File: src/rtl/strassen_pkg.sv
// +----------------------------------------------------------------------+
// | strassen_pkg : shared types and helpers for the Strassen datapath     |
// | Rev 1.0                                                              |
// +----------------------------------------------------------------------+
`default_nettype none

package strassen_pkg;

  typedef enum logic [0:0] {
    ST_IDLE   = 1'b0,
    ST_STREAM = 1'b1
  } state_t;

  localparam logic MODE_OVR = 1'b0;
  localparam logic MODE_ACC = 1'b1;

  function automatic int calc_aw(input int dim);
    return (dim * dim > 1) ? $clog2(dim * dim) : 1;
  endfunction

endpackage

`default_nettype wire

File: src/rtl/c_entry_update.sv
// +----------------------------------------------------------------------+
// | c_entry_update : next value of one tile entry from two write ports    |
// | Rev 1.0                                                              |
// +----------------------------------------------------------------------+
`default_nettype none

module c_entry_update
  import strassen_pkg::*;
#(
  parameter int WIDTH = 32
) (
  input  logic [WIDTH-1:0] cur,
  input  logic             hit1,
  input  logic             hit2,
  input  logic             mode1,
  input  logic             mode2,
  input  logic [WIDTH-1:0] din1,
  input  logic [WIDTH-1:0] din2,
  output logic [WIDTH-1:0] new_val,
  output logic             carry
);

  logic [WIDTH:0]   w_sum1;
  logic [WIDTH:0]   w_sum2;
  logic [WIDTH-1:0] w_mid;

  // Port 2 operates on the result of port 1 when both hit this entry.
  always_comb begin
    w_sum1  = {1'b0, cur} + {1'b0, din1};
    w_mid   = cur;
    carry   = 1'b0;
    if (hit1) begin
      if (mode1 == MODE_OVR) begin
        w_mid = din1;
      end else begin
        w_mid = w_sum1[WIDTH-1:0];
        carry = w_sum1[WIDTH];
      end
    end
    w_sum2  = {1'b0, w_mid} + {1'b0, din2};
    new_val = w_mid;
    if (hit2) begin
      if (mode2 == MODE_ACC) begin
        new_val = w_sum2[WIDTH-1:0];
        carry   = carry | w_sum2[WIDTH];
      end else begin
        new_val = din2;
      end
    end
  end

endmodule

`default_nettype wire

File: src/rtl/c_tile_buffer.sv
// +----------------------------------------------------------------------+
// | c_tile_buffer : DIMxDIM result tile, dual write port, streamed readout|
// | Rev 1.0                                                              |
// +----------------------------------------------------------------------+
`default_nettype none

module c_tile_buffer
  import strassen_pkg::*;
#(
  parameter  int WIDTH = 32,
  parameter  int DIM   = 2,
  localparam int N     = DIM * DIM,
  localparam int AW    = calc_aw(DIM)
) (
  input  logic               clk,
  input  logic               reset,
  input  logic               clear,
  input  logic               wr_valid1,
  input  logic               wr_valid2,
  input  logic [AW-1:0]      wr_addr1,
  input  logic [AW-1:0]      wr_addr2,
  input  logic               wr_acc1,
  input  logic               wr_acc2,
  input  logic [WIDTH-1:0]   din1,
  input  logic [WIDTH-1:0]   din2,
  output logic               wr_ready,
  input  logic               start,
  output logic               out_valid,
  input  logic               out_ready,
  output logic [WIDTH-1:0]   out_data,
  output logic               out_last,
  output logic               busy,
  output logic               ovf,
  output logic [WIDTH*N-1:0] tile_flat
);

  localparam logic [AW-1:0] LAST_IDX = AW'(N - 1);

  logic [WIDTH-1:0] r_mem [N];
  logic [WIDTH-1:0] w_new [N];
  logic [N-1:0]     w_carry;
  state_t           r_state;
  logic [AW-1:0]    r_idx;
  logic             w_en1;
  logic             w_en2;

  assign w_en1 = wr_valid1 & wr_ready;
  assign w_en2 = wr_valid2 & wr_ready;

  // Out-of-range addresses never match any entry index, so they drop naturally.
  generate
    for (genvar i = 0; i < N; i++) begin : g_entry
      c_entry_update #(.WIDTH(WIDTH)) u_upd (
        .cur     (r_mem[i]),
        .hit1    (w_en1 && (wr_addr1 == AW'(i))),
        .hit2    (w_en2 && (wr_addr2 == AW'(i))),
        .mode1   (wr_acc1),
        .mode2   (wr_acc2),
        .din1    (din1),
        .din2    (din2),
        .new_val (w_new[i]),
        .carry   (w_carry[i])
      );
      assign tile_flat[i*WIDTH +: WIDTH] = r_mem[i];
    end
  endgenerate

  always_ff @(posedge clk or posedge reset) begin
    if (reset) begin
      for (int i = 0; i < N; i++) r_mem[i] <= '0;
      ovf <= 1'b0;
    end else if (clear) begin
      for (int i = 0; i < N; i++) r_mem[i] <= '0;
      ovf <= 1'b0;
    end else begin
      for (int i = 0; i < N; i++) r_mem[i] <= w_new[i];
      if (|w_carry) ovf <= 1'b1;
    end
  end

  always_ff @(posedge clk or posedge reset) begin
    if (reset) begin
      r_state   <= ST_IDLE;
      r_idx     <= '0;
      out_valid <= 1'b0;
      out_last  <= 1'b0;
      busy      <= 1'b0;
      wr_ready  <= 1'b1;
    end else if (clear) begin
      r_state   <= ST_IDLE;
      r_idx     <= '0;
      out_valid <= 1'b0;
      out_last  <= 1'b0;
      busy      <= 1'b0;
      wr_ready  <= 1'b1;
    end else begin
      case (r_state)
        ST_IDLE: begin
          if (start) begin
            r_state   <= ST_STREAM;
            r_idx     <= '0;
            out_valid <= 1'b1;
            out_last  <= (LAST_IDX == '0);
            busy      <= 1'b1;
            wr_ready  <= 1'b0;
          end
        end
        ST_STREAM: begin
          if (out_ready) begin
            if (out_last) begin
              r_state   <= ST_IDLE;
              r_idx     <= '0;
              out_valid <= 1'b0;
              out_last  <= 1'b0;
              busy      <= 1'b0;
              wr_ready  <= 1'b1;
            end else begin
              r_idx    <= r_idx + AW'(1);
              out_last <= ((r_idx + AW'(1)) == LAST_IDX);
            end
          end
        end
        default: begin
          r_state   <= ST_IDLE;
          out_valid <= 1'b0;
          busy      <= 1'b0;
          wr_ready  <= 1'b1;
        end
      endcase
    end
  end

  // Writes are blocked while streaming, so the entry under idx is stable across stalls.
  assign out_data = out_valid ? r_mem[r_idx] : '0;

endmodule

`default_nettype wire

File: config.mk
export PLATFORM = sky130hd
export DESIGN_NAME = c_tile_buffer
export DESIGN_NICKNAME = d
export VERILOG_FILES = /design/src/rtl/strassen_pkg.sv /design/src/rtl/c_entry_update.sv /design/src/rtl/c_tile_buffer.sv
export SDC_FILE = /design/constraint.sdc
export NUM_CORES = 1
export LEC_CHECK = 0
export BUFFER_PORTS_ARGS = -buffer_cell sky130_fd_sc_hd__buf_2
export CAP_MARGIN = 20
export CORE_ASPECT_RATIO = 0.9
export CORE_MARGIN = 3
export CORE_UTILIZATION = 25
export DETAILED_ROUTE_END_ITERATION = 10
export HOLD_SLACK_MARGIN = 0.02
export PLACE_DENSITY = 0.42
export SLEW_MARGIN = 5
export SYNTH_ARGS = -nofsm -noshare
export SYNTH_HDL_FRONTEND = slang
export SYNTH_SLANG_ARGS = --single-unit
File: constraint.sdc
create_clock -name clk -period 9.7 [get_ports clk]
set_clock_uncertainty 0.15 [all_clocks]
set_input_delay 1.94 -clock clk [delete_from_list [all_inputs] [get_ports clk]]
set_output_delay 1.94 -clock clk [all_outputs]
set_load 0.03 [all_outputs]
After elaboration in Yosys (flattened, before gate mapping)
Index checks and enable logic that the tools add are counted.
W data, S select, Z words.

cells by class
  add/subtract/negate cells = 9
  order comparisons = 1
  equality and inequality tests = 10
  mux-type cells = 63
  bitwise operators = 8
  reduce and logical (&&, ||, !) cells = 14

operator list
  operator               number
  $mux W32               19
  $add A32 B32 Y33       8
  $mux W128              1
  $bmux W32 S2           1
  $mux W1                33
  $eq A2 B2 Y1 const B   5
  $ne A3 B3 Y1 const B   3
  $logic_and A1 B1 Y1    8
  $mux W2                4
  $pmux W1 S2            4
  $eq A2 B1 Y1 const B   2
  $logic_not A2 Y1       2
  $or A1 B1 Y1           4
  $pmux W2 S2            1
  $reduce_or A4 Y1       1
  $ge A3 B3 Y1 const B   1
  $not A2 Y3             1
  $reduce_and A3 Y1      1
  $add A2 B1 Y2 const B  1
  $and A1 B1 Y1          2
  $reduce_and A2 Y1      1
  $reduce_bool A2 Y1     1
  $not A1 Y1             1

storage, ports and cells
  bits in registers = 135
  input port bits = 77
  logic and storage cells = 115

Logic depth before layout (Yosys ltp)
Gate-level depths: netlist of the first run.

  depth in word-level cells = 10
  mapped depth = 24
  depth with buffers taken out = 23

By module
From an unflattened synthesis of the first run, not the netlist that was laid out.

unflattened totals
  cells, all modules = 3189
  area, all modules = 23965.5 um2

modules (own cells, without submodules)
  module                              times used  cells each  area each (um2)  sequential area each (um2)
  c_tile_buffer                       1           432         5472.7           3379.5
  c_entry_update at g_entry[0].u_upd  1           733         4828.4           0.0
  c_entry_update at g_entry[1].u_upd  1           709         4704.5           0.0
  c_entry_update at g_entry[2].u_upd  1           661         4513.1           0.0
  c_entry_update at g_entry[3].u_upd  1           654         4446.8           0.0

Worst setup path before layout of the first run
OpenSTA, ideal clock, no wires.

  kind = input-to-reg
  start = input din1[0]
  end = register r_mem, in the netlist tile_flat[63]
  arrival time = 6.182 ns
  required time = 9.431 ns
  slack = 3.249 ns
  stages = 23
  cell sequence = ha_1 -> inv_1 -> fa_1 -> nand2b_1 -> a21oi_1 -> o221a_2 -> a41oi_1 -> o21ai_1 -> xor2_1 -> a21oi_1 -> o21ai_0 -> ha_1 -> clkbuf_1 -> a211oi_1 -> o21ai_0 -> a31o_2 -> a311o_1 -> a31oi_1 -> o21ai_0 -> a21oi_1 -> xor2_1 -> a21oi_1 -> o21a_1

between the ends
  word-level cells in the longest chain between the ends = 7

ends and longest elaborated chain
  item                RTL line              text
  start: declaration  c_tile_buffer.sv:24   input logic [WIDTH-1:0] din1,
  $add A32 B32 Y33    c_entry_update.sv:29  w_sum1 = {1'b0, cur} + {1'b0, din1};
  $mux W32 (*)        c_entry_update.sv:33  if (mode1 == MODE_OVR) begin
  $mux W32 (*)        c_entry_update.sv:32  if (hit1) begin
  $add A32 B32 Y33    c_entry_update.sv:40  w_sum2 = {1'b0, w_mid} + {1'b0, din2};
  $mux W32            c_entry_update.sv:43  if (mode2 == MODE_ACC) begin
  $mux W32 (*)        c_entry_update.sv:42  if (hit2) begin
  $mux W128 (*)       c_tile_buffer.sv:72   end else if (clear) begin
  end: declaration    c_tile_buffer.sv:39   logic [WIDTH-1:0] r_mem [N];

Every way passes the cells marked *; elsewhere a longest branch is shown, timed or not.
A chain may end at the register's enable or synchronous reset.

Worst setup path in the final report of the first run
  start = input din1[4]
  end = register ovf

between the ends
  word-level cells in the longest chain between the ends = 9

ends and longest elaborated chain
  item                              RTL line              text
  $add A32 B32 Y33                  c_entry_update.sv:29
  $mux W32                          c_entry_update.sv:33
  $mux W32                          c_entry_update.sv:32
  $add A32 B32 Y33                  c_entry_update.sv:40
  $or A1 B1 Y1                      c_entry_update.sv:45  carry = carry | w_sum2[WIDTH];
  $mux W1                           c_entry_update.sv:43
  $mux W1                           c_entry_update.sv:42
  $reduce_or A4 Y1 (*)              c_tile_buffer.sv:77   if (|w_carry) ovf <= 1'b1;
  $reduce_bool A2 Y1 (no line) (*)  --
  end signal: assignment            c_tile_buffer.sv:71   ovf <= 1'b0;
  end signal: assignment            c_tile_buffer.sv:74   ovf <= 1'b0;
  end signal: assignment            c_tile_buffer.sv:77
  end: declaration                  c_tile_buffer.sv:33   output logic ovf,

Marks and branches as above.

==> results.py, run 1 <==
metrics = {
    "sta": {
        "rsz0062_at_grt": "no",
        "period_share_pct": 80.0,
        "period_minus_slack_ns": 7.76,
        "max_freq_mhz": 129,
        "whs_ns": 0.388,
        "tightest_slew_ns": 1.27,
        "tns_ns": 0,
        "finalSetupViolCount": 0,
        "slew_headroom_pct": 14.3,
        "report.final.slew_viol_count": 0,
        "hold_viol": 0,
        "setup_ws_ns": 1.94,
    },
    "pwr": {
        "internal_power_mw": 1.58,
        "power_switching_mw": 1.47,
        "leakage_nw": 11.8,
        "combinationalPowerShare_pct": 54.0,
        "ir_worst_vdd_v": 0.0000955,
        "power_frac_seq_pct": 23.5,
        "clockPowerShare_pct": 22.4,
        "power_density_nw_per_um2": 118,
        "switching_share_pct": 48.1,
    },
    "outcome": {
        "status": "finished clean",
    },
    "placement": {
        "placed_cells": 4375,
        "post-place-ws_ns": 1.84,
        "post_dp_cell_area_um2": 25200,
        "dp_hpwl_mm": 95.4,
        "gp_congestion": 0.969,
        "port_buffers": 241,
    },
    "clock_network": {
        "cts_tree": "built",
        "post_cts_buffers": 0,
        "ctsResizeCount": 0,
        "cts-root-buf": "clkbuf_16",
        "clk_pin_slew_ns": 0.06,
        "insertion_delay_ns": 0.45,
        "htree_levels": 4,
        "clock-sinks": 135,
        "cts.hold.buffers_added": 0,
        "numCtsBuffers": 17,
        "clock_path_buffers": 2,
    },
    "yosys": {
        "syn_inst": 3043,
        "ys_seq_area_share_pct": 14.8,
        "synthFlopType": "dfrtp_1",
        "ys_ff_latch": 135,
        "netlist_area_um2": 22800,
        "synth-edff-count": 0,
        "synth_fp_nets": 3385,
        "async_flop_share_pct": 100,
        "avgSynthCellArea_um2": 7.51,
        "synth.distinct_cells": 103,
        "yosys_warnings": 0,
    },
    "setup_path": {
        "crit_arrival_ns": 7.89,
        "cp-startpoint": "din1[4]",
        "crit_type": "primary input to flip-flop",
        "critPathLaunchType": "primary input",
        "r2r-start": "tile_flat[1]",
        "required_ns": 9.83,
        "end_kind": "flip-flop",
        "path_max_fanout": 5,
    },
    "die": {
        "start_util_pct": 25.4,
        "ios": 242,
        "core_area_um2": 90000,
        "chipHeight_um": 293,
        "die_w_um": 325,
        "dieArea_um2": 95100,
        "placementRows": 104,
    },
    "grt": {
        "grt_pass1_vias": 23200,
        "grt_remaining_overflow": 0,
        "grt_max_degree": 76,
        "grt_pass1_wl_mm": 168,
        "antenna_found_initial": 7,
        "grt_usage_pct": 23.9,
    },
    "routing": {
        "antenna_left": 0,
        "vias": 25300,
        "drtPass1Iterations": 5,
        "viasPerCell": 5.74,
        "drcViolationCount": 0,
        "wl_mm": 119,
        "wl_per_cell_um": 26.9,
        "drt_iter0_markers": 3053,
    },
    "final_layout": {
        "multi_input_area_um2": 18600,
        "syn2layout_area_growth_pct": 12.9,
        "layout.area.seq_um2": 3380,
        "layout_commonest_cell": "a21oi_1",
        "layout_common_cells": "a21oi_1 (327), nand2_1 (273), nor2_1 (264)",
        "nets": 3517,
        "drive_gt1_share_pct": 13.1,
        "design_area_um2": 25800,
        "fillers": 9916,
        "fin_cells": 4407,
    },
    "hold_path": {
        "min_from": "busy",
        "hp-class": "flip-flop to flip-flop",
    },
    "run": {
        "maxCapViolations": 0,
    },
}
==> layer usage <==
layer / GRT usage, % / vias up / wire length, um
met2: 33.2 / 1131 / 46400
met4: 3.42 / 6 / 1520
li1: - / 11700 / -
met1: 38.5 / 12300 / 60500
met3: 3.85 / 76 / 10200
met5: 0 / - / 30
==> cell usage after synthesis (all sizes together) (13+ instances only) <==
cell	n	area [um^2]
and2	46	289
inv	61	229
nor4	13	87.6
ha	257	3220
a31oi	60	375
mux4	32	721
nand2b	44	275
nor2b	75	469
o31ai	21	171
a21oi	333	1690
nor2	267	1000
o21bai	29	218
a311oi	28	245
o211a	16	160
xnor2	123	1080
nor3	102	521
dfrtp	134	3350
o21ai	232	1180
buf	15	80.1
o211ai	29	233
a21o	112	842
clkbuf	142	583
xor2	72	631
nand4	24	150
and3	39	246
nand2	274	1030
or3	22	143
a211oi	113	858
nand3	71	355
and4	15	134
o21a	36	270
mux2i	15	150
==> sequential cells by signal, summed over array words and instances (netlist names) <==
signal / count
r_state: 1
ovf: 1
busy: 1
r_idx: 2
out_last: 1
tile_flat: 128
wr_ready: 1
==> cell type report <==
cell class	count	area share [%]
Inverter	61	0.907
Multi-Input combinational cell	2690	72.2
Sequential cell	135	13.1
Timing Repair Buffer	270	5.61
Tap cell	1219	5.91
Antenna cell	1	0.00970
Clock inverter	12	0.587
Clock buffer	19	1.68
==> worst max-delay path: stages <==
cell and delay (ns):
buf_2 0.15, ha_1 0.37, a21oi_1 0.25, o211ai_2 0.18
and4_1 0.27, nor4_2 0.60, o21bai_1 0.25, a221oi_1 0.38
xor2_1 0.13, o21ai_0 0.73, ha_1 0.43, and3_1 0.22
nand3_1 0.21, nor2_1 0.07, a221oi_1 0.44, nand2_1 0.23
a21o_1 0.28, a221oi_1 0.28, o21ai_0 0.15, nor3_1 0.22
a31oi_1 0.11
==> worst paths after layout <==
| check | endpoint | slack (ns) | cells past startpoint |
|---|---|---|---|
| hold reg to reg | busy | 0.39 | 2 |
| max in group asynchronous | tile_flat[95] | 6.54 | 3 |
| setup reg to reg | ovf | 3.07 | 20 |
| setup / recovery | ovf | 1.94 | 21 |
| hold / removal | busy | 0.39 | 2 |
| min in group asynchronous | tile_flat[64] | 1.48 | 2 |
==> stage by stage <==
stage / util [%] / total power, mW
floorplan: - / 1.78
global placement: 28.0 / 2.34
detailed placement: 28.0 / 2.32
CTS: 28.6 / 3.01
global route: 28.6 / 3.21
finish: 28.6 / 3.05
==> power groups by stage <==
| stage | sequential, mW | combinational (mW) | clock [mW] |
|---|---|---|---|
| 2_1_floorplan | 0.724 | 1.06 | 0 |
| 3_3_place_gp | 0.719 | 1.62 | 0 |
| 3_5_place_dp | 0.719 | 1.60 | 0 |
| 4_1_cts | 0.708 | 1.61 | 0.693 |
| 5_1_grt | 0.713 | 1.79 | 0.710 |
| 6_report | 0.718 | 1.65 | 0.685 |
==> cell families after synthesis <==
logic type | synth area share, %
AOI/OAI and AO/OA | 33.1
and+or+nand+nor | 22.0
DFF | 14.8
muxes | 4.01
buffers and inverters | 3.90
adders and majority gates | 14.8
xor gates and xnor gates | 7.47
No activity file was read; power rests on OpenSTA's default activity.
==> run 2: changes to the inputs <==
- clock period: 9.7 -> 7.44 ns (I/O delays scaled with it)
==> run 2 against run 1 <==
Sequential power rose by 30%. Routed wire length rose by 0.86%. First-iteration DRC count rose by 2.9%. Via count rose by 0.72%. Cell count rose by 1.3%. Largest power group unchanged. Largest cell class unchanged. Highest routed layer unchanged. Sequential cell count did not move. Power rose by 31%.
==> results.py, run 2 (synthesis results as in run 1) <==
metrics = {
    "sta": {
        "setup_ws_ns": 0.673,
        "max_freq_mhz": 148,
        "slew_headroom_pct": 19.9,
        "period_share_pct": 90.9,
        "period_minus_slack_ns": 6.77,
        "report.final.slew_viol_count": 0,
        "finalSetupViolCount": 0,
        "tns_ns": 0,
        "rsz0062_at_grt": "no",
        "whs_ns": 0.388,
        "hold_viol": 0,
        "tightest_slew_ns": 1.19,
    },
    "final_layout": {
        "syn2layout_area_growth_pct": 14.7,
        "largest_reg_flops": 128,
        "layout_commonest_cell": "a21oi_1",
        "layout_common_cells": "a21oi_1 (327), nand2_1 (273), nor2_1 (264)",
        "nets": 3572,
        "layout.area.seq_um2": 3380,
        "multi_input_area_um2": 18600,
        "drive_gt1_share_pct": 14.6,
        "fillers": 9943,
    },
    "clock_network": {
        "cts.hold.buffers_added": 0,
        "numCtsBuffers": 17,
        "clock_path_buffers": 2,
        "post_cts_buffers": 0,
        "clk_pin_slew_ns": 0.07,
        "insertion_delay_ns": 0.45,
        "htree_levels": 4,
        "cts_tree": "built",
        "clock-sinks": 135,
        "cts-root-buf": "clkbuf_16",
        "ctsResizeCount": 0,
    },
    "placement": {
        "dp_hpwl_mm": 96.6,
        "port_buffers": 241,
        "gp_congestion": 0.947,
        "post-place-ws_ns": 0.290,
    },
    "grt": {
        "grt_max_degree": 114,
        "grt_pass1_wl_mm": 168,
        "grt_usage_pct": 24.0,
        "grt_remaining_overflow": 0,
        "grt_pass1_vias": 23000,
        "antenna_found_initial": 8,
    },
    "setup_path": {
        "required_ns": 7.63,
        "critPathLaunchType": "primary input",
        "end_kind": "flip-flop",
        "path_max_fanout": 8,
        "reg2reg_depth": 20,
        "r2r_slack_ns": 1.40,
        "r2r-end": "ovf",
        "crit_arrival_ns": 6.96,
        "r2r-start": "tile_flat[4]",
        "crit_type": "primary input to flip-flop",
    },
    "hold_path": {
        "hp-class": "flip-flop to flip-flop",
        "hold_depth": 2,
        "min_from": "busy",
        "hold_end": "busy",
    },
    "routing": {
        "drtPass1Iterations": 6,
        "drt_iter0_markers": 3141,
        "drcViolationCount": 0,
        "wl_per_cell_um": 26.8,
        "wl_mm": 120,
        "viasPerCell": 5.71,
        "antenna_left": 0,
        "vias": 25500,
    },
    "pwr": {
        "ir_worst_vdd_v": 0.000114,
        "power_density_nw_per_um2": 153,
        "leakage_nw": 12.1,
    },
    "die": {
        "dieArea_um2": 95100,
        "die_w_um": 325,
        "core_area_um2": 90000,
        "ios": 242,
        "placementRows": 104,
        "chipHeight_um": 293,
        "start_util_pct": 25.4,
    },
    "run": {
        "maxCapViolations": 0,
    },
    "outcome": {
        "status": "finished clean",
    },
}
[run 2: changes by cell type in the layout (fill, tap and decap cells not counted), sizes merged]
cell / before / now
bufinv: 3 / 2
clkinv: 5 / 6
buf: 270 / 325
clkinvlp: 2 / 3
diode: 1 / 2
[run 2: stage by stage]
step / instance area [um^2] / power [mW] / util, % / instances
2_1_floorplan: 22800 / 2.32 / - / 3043
3_3_place_gp: 25600 / 3.08 / 28.4 / 4429
3_5_place_dp: 25600 / 3.06 / 28.4 / 4429
4_1_cts: 26200 / 3.96 / 29.1 / 4461
5_1_grt: 26200 / 4.22 / 29.1 / 4463
6_report: 26200 / 4.00 / 29.1 / 4464
[run 2: per-layer routing]
| layer | track usage [%] | share of wire [%] | up-vias |
|---|---|---|---|
| met5 | 0 | 0.019 | - |
| met4 | 4.27 | 1.6 | 4 |
| met3 | 4.74 | 9.5 | 88 |
| met2 | 32.3 | 38 | 1192 |
| met1 | 38.6 | 51 | 12300 |
| li1 | - | - | 11800 |
[run 2: final cells by class]
cell class | count | area share, %
multi-input cells | 2690 | 71.0
flip-flops and latches | 135 | 12.9
repair buffers | 325 | 7.09
well taps | 1219 | 5.82
clock buffers | 19 | 1.69
inverters | 61 | 0.893
clock inverters | 13 | 0.563
diodes | 2 | 0.0191
[run 2: worst max-delay path by stage]
| stage | from | to | slack, ns | cells after the start |
|---|---|---|---|---|
| 4_1_cts | din1[1] | tile_flat[63] | 0.73 | 24 |
| 3_3_place_gp | din1[1] | tile_flat[63] | 0.35 | 24 |
| 3_5_place_dp | din1[1] | tile_flat[63] | 0.29 | 24 |
| 6_report | din1[1] | tile_flat[63] | 0.67 | 24 |
| 2_1_floorplan | din1[0] | tile_flat[63] | 1.44 | 23 |
| 5_1_grt | din1[1] | tile_flat[127] | 0.30 | 23 |
[run 2: worst max-delay path, cell delays in order]
cell and delay [ns]:
buf_2 0.20, inv_1 0.17, fa_1 0.46, nand2b_1 0.20, a21oi_1 0.33, o221a_2 0.28, a41oi_1 0.19, o21ai_1 0.42
a31oi_1 0.17, xnor2_1 0.30, nand2_1 0.10, a31oi_1 0.20, buf_4 0.17, ha_1 0.27, o21a_1 0.12, o21a_1 0.17
a31o_2 0.25, a311o_1 0.35, a31oi_1 0.27, o21ai_0 0.17, a21oi_1 0.20, xor2_1 0.18, a21oi_1 0.08, o21a_1 0.20
[run 2: where the power goes]
group | leakage (nW) | internal, mW | switching [mW]
clock | 0.281 | 0.506 | 0.378
combinational | 10.0 | 0.787 | 1.40
sequential | 1.82 | 0.783 | 0.151
==> run 3: changes to the inputs <==
- CTS_BUF_LIST: unset -> sky130_fd_sc_hd__clkbuf_8
==> run 3 against run 2 <==
Combinational power is essentially flat. Final area shrank 0.70%. Cell count is essentially flat. Die area is the same. Global-route usage is essentially flat. Critical endpoint unchanged.
==> results.py, run 3 (synthesis results as in run 1) <==
metrics = {
    "clock_network": {
        "cts.hold.buffers_added": 0,
        "clock-sinks": 135,
        "clk_pin_slew_ns": 0.09,
        "ctsResizeCount": 0,
        "insertion_delay_ns": 0.50,
        "htree_levels": 4,
        "numCtsBuffers": 17,
        "cts-root-buf": "clkbuf_8",
        "cts_tree": "built",
        "clock_path_buffers": 2,
        "post_cts_buffers": 0,
    },
    "sta": {
        "report.final.slew_viol_count": 0,
        "max_freq_mhz": 150,
        "rsz0062_at_grt": "no",
        "tns_ns": 0,
        "hold_viol": 0,
        "setup_ws_ns": 0.766,
        "slew_headroom_pct": 20.7,
        "finalSetupViolCount": 0,
        "tightest_slew_ns": 1.18,
        "period_minus_slack_ns": 6.67,
        "period_share_pct": 89.7,
    },
    "grt": {
        "grt_usage_pct": 24.0,
        "grt_pass1_vias": 23000,
        "grt_max_degree": 114,
        "antenna_found_initial": 8,
        "grt_pass1_wl_mm": 168,
        "grt_remaining_overflow": 0,
    },
    "final_layout": {
        "syn2layout_area_growth_pct": 13.9,
        "largest_reg_flops": 128,
        "nets": 3572,
        "layout_common_cells": "a21oi_1 (327), nand2_1 (273), nor2_1 (264)",
        "layout_commonest_cell": "a21oi_1",
        "multi_input_area_um2": 18600,
        "drive_gt1_share_pct": 14.6,
        "layout.area.seq_um2": 3380,
        "fin_util_pct": 28.9,
        "fillers": 9958,
    },
    "hold_path": {
        "hp-class": "flip-flop to flip-flop",
        "min_from": "busy",
        "hold_depth": 2,
        "hold_end": "busy",
    },
    "routing": {
        "wl_mm": 120,
        "wl_per_cell_um": 26.8,
        "drtPass1Iterations": 6,
        "antenna_left": 0,
        "vias": 25400,
        "viasPerCell": 5.68,
        "drt_iter0_markers": 2763,
        "drcViolationCount": 0,
    },
    "setup_path": {
        "critPathLaunchType": "primary input",
        "r2r-end": "ovf",
        "crit_arrival_ns": 6.91,
        "end_kind": "flip-flop",
        "required_ns": 7.68,
        "reg2reg_depth": 19,
        "cp-startpoint": "din1[1]",
        "r2r-start": "tile_flat[101]",
        "path_max_fanout": 8,
        "r2r_slack_ns": 1.36,
        "crit_type": "primary input to flip-flop",
    },
    "placement": {
        "gp_congestion": 0.947,
        "post-place-ws_ns": 0.290,
        "dp_hpwl_mm": 96.6,
        "port_buffers": 241,
    },
    "pwr": {
        "combinationalPowerShare_pct": 57.8,
        "ir_worst_vdd_v": 0.000119,
        "power_switching_mw": 1.90,
        "leakage_nw": 12.0,
        "internal_power_mw": 1.88,
        "clockPowerShare_pct": 17.5,
        "switching_share_pct": 50.3,
        "power_density_nw_per_um2": 145,
        "power_frac_seq_pct": 24.7,
    },
    "outcome": {
        "status": "finished clean",
    },
    "run": {
        "maxCapViolations": 0,
    },
    "die": {
        "start_util_pct": 25.4,
        "die_w_um": 325,
        "core_area_um2": 90000,
        "placementRows": 104,
        "chipHeight_um": 293,
        "ios": 242,
        "dieArea_um2": 95100,
    },
}
run 3: changes by cell type in the layout (fill, tap and decap cells not counted):
cell       previous run  this run
clkbuf_16            17         0
clkbuf_8              1        18
diode_2               2         5
clkbuf_1              1         0
inv_1                60        61
run 3: area by class of cell:
cell class	instances	area share, %
antenna	5	0.0481
clock buffer	18	0.952
clock inverter	14	0.582
inverter	61	0.899
multi-input combinational	2690	71.5
sequential	135	13.0
tap	1219	5.86
timing repair buffer	325	7.14
run 3: worst max-delay path, stage by stage:
cell,delay [ns]
buf_2,0.20
inv_1,0.16
fa_1,0.46
nand2b_1,0.20
a21oi_1,0.31
o221a_2,0.28
a41oi_1,0.19
o21ai_1,0.42
a31oi_1,0.17
xnor2_1,0.30
nand2_1,0.09
a31oi_1,0.19
buf_4,0.17
ha_1,0.27
o21a_1,0.12
o21a_1,0.17
a31o_2,0.26
a311o_1,0.35
a31oi_1,0.26
o21ai_0,0.17
a21oi_1,0.20
xor2_1,0.17
a21oi_1,0.08
o21a_1,0.21
run 3: metal layers:
metal  track usage, %  share of wire [%]  vias to the layer above
li1                 -                  -                    11900
met1             38.4                 50                    12200
met2             32.4                 38                     1178
met3             4.85                 10                       98
met4             4.25                1.7                        4
met5                0              0.023                        -
run 3: stage by stage:
step | hold slack [ns] | instances | total power [mW] | area, um^2
CTS | 0.395 | 4461 | 3.73 | 26000
finish | 0.398 | 4467 | 3.78 | 26000
detailed placement | 0.372 | 4429 | 3.06 | 25600
floorplan | 0.446 | 3043 | 2.32 | 22800
global placement | 0.369 | 4429 | 3.08 | 25600
global route | 0.463 | 4464 | 3.99 | 26000
run 3: worst max-delay path by stage:
stage,endpoint,cells past startpoint
detailed placement,tile_flat[63],24
global placement,tile_flat[63],24
CTS,tile_flat[63],24
floorplan,tile_flat[63],23
finish,tile_flat[63],24
global route,tile_flat[127],23
run 3: power by group through the flow:
stage	clock network (mW)	registers (mW)	logic [mW]
CTS	0.675	0.922	2.14
finish	0.662	0.934	2.18
global placement	0	0.937	2.14
detailed placement	0	0.937	2.12
floorplan	0	0.943	1.38
global route	0.700	0.930	2.36
